[src/rtl/pc_fetch_ctrl.sv]
// Program counter and fetch sequencer: selects jump target, PC+1 or hold each cycle,
// runs the start/halt handshake and counts RUN cycles per program run.
module pc_fetch_ctrl #(
  parameter int PC_W  = 12,
  parameter int CNT_W = 16
) (
  input  logic             i_clk,
  input  logic             i_rst_n,
  input  logic             i_start,
  input  logic [PC_W-1:0]  i_start_addr,
  input  logic             i_stall,
  input  logic             i_branch_en,
  input  logic             i_branch_taken,
  input  logic [PC_W-1:0]  i_jump,
  input  logic             i_halt,
  output logic [PC_W-1:0]  o_pc,
  output logic             o_busy,
  output logic             o_done,
  output logic [CNT_W-1:0] o_cycle_count
);

  // state | meaning
  // IDLE  | waiting for first Start after reset
  // RUN   | fetching; PC advances unless stalled, counter increments each edge
  // DONE  | program halted; PC and count held for readout until next Start
  typedef enum logic [1:0] {
    ST_IDLE = 2'd0,
    ST_RUN  = 2'd1,
    ST_DONE = 2'd2
  } state_t;

  localparam logic [PC_W-1:0]  PC_ONE  = {{(PC_W-1){1'b0}}, 1'b1};
  localparam logic [CNT_W-1:0] CNT_ONE = {{(CNT_W-1){1'b0}}, 1'b1};
  localparam logic [CNT_W-1:0] CNT_MAX = {CNT_W{1'b1}};

  state_t           r_state;
  logic [PC_W-1:0]  r_pc;
  logic [CNT_W-1:0] r_cycle_count;
  logic             r_busy;
  logic             r_done;

  always_ff @(posedge i_clk or negedge i_rst_n) begin
    if (!i_rst_n) begin
      r_state       <= ST_IDLE;
      r_pc          <= '0;
      r_cycle_count <= '0;
      r_busy        <= 1'b0;
      r_done        <= 1'b0;
    end else begin
      case (r_state)
        ST_IDLE, ST_DONE: begin
          if (i_start) begin
            r_state       <= ST_RUN;
            r_pc          <= i_start_addr;
            r_cycle_count <= '0;
            r_busy        <= 1'b1;
            r_done        <= 1'b0;
          end
        end
        ST_RUN: begin
          // Stalled and halting edges still count as RUN cycles
          if (r_cycle_count != CNT_MAX)
            r_cycle_count <= r_cycle_count + CNT_ONE;
          if (!i_stall) begin
            if (i_halt) begin
              r_state <= ST_DONE;
              r_busy  <= 1'b0;
              r_done  <= 1'b1;
            end else if (i_branch_en && i_branch_taken) begin
              r_pc <= i_jump;
            end else begin
              r_pc <= r_pc + PC_ONE;
            end
          end
        end
        default: begin
          r_state <= ST_IDLE;
          r_busy  <= 1'b0;
          r_done  <= 1'b0;
        end
      endcase
    end
  end

  assign o_pc          = r_pc;
  assign o_busy        = r_busy;
  assign o_done        = r_done;
  assign o_cycle_count = r_cycle_count;

endmodule

[config.mk]
export PLATFORM = sky130hd
export DESIGN_NAME = pc_fetch_ctrl
export DESIGN_NICKNAME = d
export VERILOG_FILES = /design/src/rtl/pc_fetch_ctrl.sv
export SDC_FILE = /design/constraint.sdc
export NUM_CORES = 1
export LEC_CHECK = 0
export ABC_CLOCK_PERIOD_IN_PS = 2200
export CORE_UTILIZATION = 34
export CTS_BUF_LIST = sky130_fd_sc_hd__clkbuf_8 sky130_fd_sc_hd__clkbuf_16
export DETAILED_ROUTE_END_ITERATION = 7
export SYNTH_ARGS = -nofsm -noshare
export SYNTH_HDL_FRONTEND = slang
export SYNTH_SLANG_ARGS = --single-unit
export TNS_END_PERCENT = 10
[constraint.sdc]
create_clock -name i_clk -period 2.2 [get_ports i_clk]
set_clock_uncertainty 0.15 [all_clocks]
set_input_delay 0.44 -clock i_clk [delete_from_list [all_inputs] [get_ports i_clk]]
set_output_delay 0.44 -clock i_clk [all_outputs]
set_load 0.01 [all_outputs]
==> results <==
- The post-detailed-route count of antenna-violating nets is 0.
- The worst path setup slack after routing is 0.173 ns.
- The amount of wire on met2 after detailed routing is 2860 µm.
- The total global-route track usage is approximately a fifth.
- The initial antenna violation count is 0.
- The power density of the placed cells is 1020 nW/µm².
- The slew of the pin with the lowest slew margin is 0.494 ns.
- The die area is 6030 µm².
- The data required time of the critical path is 2.25 ns.
- The number of gates given a new drive strength after cts is 0.
- Dividing the detail-routed wire length by the instance count gives 15.2 µm.
- The number of global-route vias before repair came to 1963.
- In the detailed route, the total length drawn on met3 is between 200 and 300 µm.
- The critical path launch point type is a register.
- The number of nets handed over by synthesis was 259.
- The clock drives 31 sinks.
- In the final layout, the multi-input gates occupy 1110 µm².
- After technology mapping, the gate count stands at 226.
- The share of cells above drive strength 1 is 11.3%.
- The width of the die is 77.7 µm.
- The average vias per placed instance is approximately 5.6.
- The via count is 2082.
- The clock passes through at most 2 buffers.
- The run finished with clean final reports.
- Once the floorplan was initialized, standard cells occupied a little over a third of the core.
- Post-CTS timing repair inserted 0 buffers for setup.
- The analysis attributes to cell leakage a power of 1.15 nW.
- The worst slack at placement is -0.127 ns.
- After synthesis the netlist holds a flip-flop and latch count of 31.
- Pin placement for this block handled 61 I/O pins.
- In this run the number of H-tree levels came out at 2.
- Buffers inserted to repair hold after CTS numbered 0.
- The worst setup path is captured at a register.
- The share of async-settable or async-resettable flops after synthesis is 100%.
- The number of buffer cells added on primary ports is 60.
- The TritonCTS clock tree is built.
- The weighted congestion reported at the end of routability-driven placement is 0.785.
- The count of endpoints failing hold in the final timing report came to 0.
- The global-route wire length before repair is 9420 µm.
- For the finished layout, the period the worst path requires is slightly above 2 ns.
- After synthesis, the netlist uses around 50 different library cells.
- The sequential cells in the finished layout cover a total of 776 µm².
- Entering global routing, the biggest net connects 32 pins.
- The cell at the root of the clock tree is clkbuf_8.
- The worst pin sits at a relative slew slack of 66.2%.
- The DRC violation total after the first TritonRoute iteration is 108.
- The placeable core region is 5510 µm².
- Across the run, the number of max-cap violations was 0.
- The type of the most critical hold path is primary input to async pin.
- The total power is 0.00290 W.
- TritonCTS created 5 clock buffers.
- The total routed wire length on the met1 layer is 2530 µm.
- The final critical-path share of the clock period is 92.1%.
- Clock-pin slew was measured on the worst setup and hold paths at 0.07 ns.
- The total count of max-transition violations in the final report is 0.
- The number of nets in the finished design is 334.
- The library cells used most frequently in the layout, excluding fill and tap cells, are clkdlybuf4s50_1, dfrtp_1, nand2_1, buf_4, a21oi_1.
- The worst-case IR drop observed on VDD is about 0.53 mV.
- During synthesis, Yosys emitted a total of 0 warnings.
- The first detailed-routing pass took 4 iterations.
- The number of flops mapped to enable cells by yosys is 0.
- The final layout contains routed wiring with a total length of 5690 µm.
- Clock latency on the worst-skew pair, taken at its later pin, is 0.28 ns.
- In this run the worst path has a maximum fanout of 8.
- The highest layer touched by signal routing is met4.
- The sum of net half-perimeters after detailed placement is 4170 µm.
- A synthesized cell averages 8.61 µm².
- From synthesis to final layout, the design area changed by 45.7%.
- The most used flip-flop cell after synthesis is dfrtp_1.
- Row generation in the floorplan step produced 27 rows.
- The overall overflow remaining after global route is 0.
- The achievable frequency is 493 MHz.
- The sequential share of the synthesized area is 39.8%.
- The die is between 70 and 80 µm tall.
- Setup repair after global routing left no endpoint under its margin.
- For this run, design rule violations remaining after detail routing come to 0.
- The total of endpoints with negative setup slack in the final report is 0.
- The total standard cell area after synthesis is a little under 2000 µm².
- The library cell used most frequently in the layout, excluding fill and tap cells, is clkdlybuf4s50_1.
- The category of the critical setup timing path is register to register.
- The count of antenna diodes in the layout is 0.
- Data on the critical path arrives at its endpoint at 2.08 ns.
- The final-layout setup total negative slack is 0 ns.
- After filler insertion, the fill cell instance count of the layout stands at 529.
metrics by stage:
step	cell area [µm²]	instances	hold WS, ns	util (%)
after floorplan	1950	226	-0.00559	-
after global placement	2740	366	0.382	49.7
after detailed placement	2740	366	0.396	49.7
after CTS	2840	374	0.412	51.5
after global routing	2840	374	0.452	51.5
final	2840	374	0.409	51.5
state kept, by name, indices dropped and copies added (netlist names):
register	cells
o_pc	12
o_busy	1
r_state	2
o_cycle_count	16
area by class of cell:
class | count | area share (%)
clock buffer | 7 | 3.40
clock inverter | 1 | 0.132
inverter | 5 | 0.662
multi-input combinational | 179 | 39.1
sequential | 31 | 27.3
tap | 72 | 3.18
timing repair buffer | 79 | 26.2
cell usage after synthesis, types with 4 or more instances:
| master | number | share of area, % |
|---|---|---|
| nand2b_1 | 6 | 1.9 |
| a31oi_1 | 4 | 1.3 |
| clkbuf_1 | 9 | 1.7 |
| o21ai_0 | 9 | 2.3 |
| inv_1 | 5 | 0.96 |
| or3_1 | 4 | 1.3 |
| nand2_1 | 26 | 5.0 |
| a21oi_1 | 16 | 4.1 |
| nor2_1 | 15 | 2.9 |
| nor4_1 | 4 | 1.3 |
| nand4_1 | 11 | 3.5 |
| nor3_1 | 7 | 1.8 |
| nand3_1 | 13 | 3.3 |
| mux2i_1 | 5 | 2.6 |
| dfrtp_1 | 31 | 40 |
worst max-delay path, stage by stage (launching register included):
cell and delay [ns]:
dfrtp_1 0.38, nand2b_1 0.28, or2_2 0.40, a2111oi_0 0.50, mux2i_1 0.24
kinds of logic (layout without fill, tap and decap cells):
family,after synthesis,in the layout,share of synthesized area [%]
and+or+nand+nor,106,106,29.6
AOI/OAI and AO/OA,63,63,22.2
xor gates and xnor gates,3,3,1.35
adders and majority gates,2,2,1.29
DFF,31,31,39.8
buffers and inverters,16,92,3.21
muxes,5,5,2.57
final timing paths:
| kind | from | end | slack (ns) | cells after the start |
|---|---|---|---|---|
| setup / recovery | r_state[1] | o_cycle_count[9] | 0.17 | 4 |
| max in group asynchronous | i_rst_n | o_cycle_count[11] | 1.19 | 2 |
| hold reg to reg | o_busy | o_busy | 0.41 | 2 |
| min in group i_clk | o_busy | o_busy | 0.41 | 2 |
| hold / removal | i_rst_n | o_cycle_count[6] | 0.41 | 2 |
| setup reg to reg | r_state[1] | o_cycle_count[9] | 0.17 | 4 |
report_power, final:
part           switching, W  leakage, nW  internal [W]
logic              0.000696        0.694      0.000736
clock network      0.000216       0.0557      0.000281
registers          0.000239        0.399      0.000733
metal layers:
metal / track usage [%] / vias to the layer above
met1: 24.5 / 994
met5: 0 / -
met4: 5.09 / 0
met3: 3.88 / 4
li1: - / 1016
met2: 34.7 / 68
(Power assumes the default switching activity.)
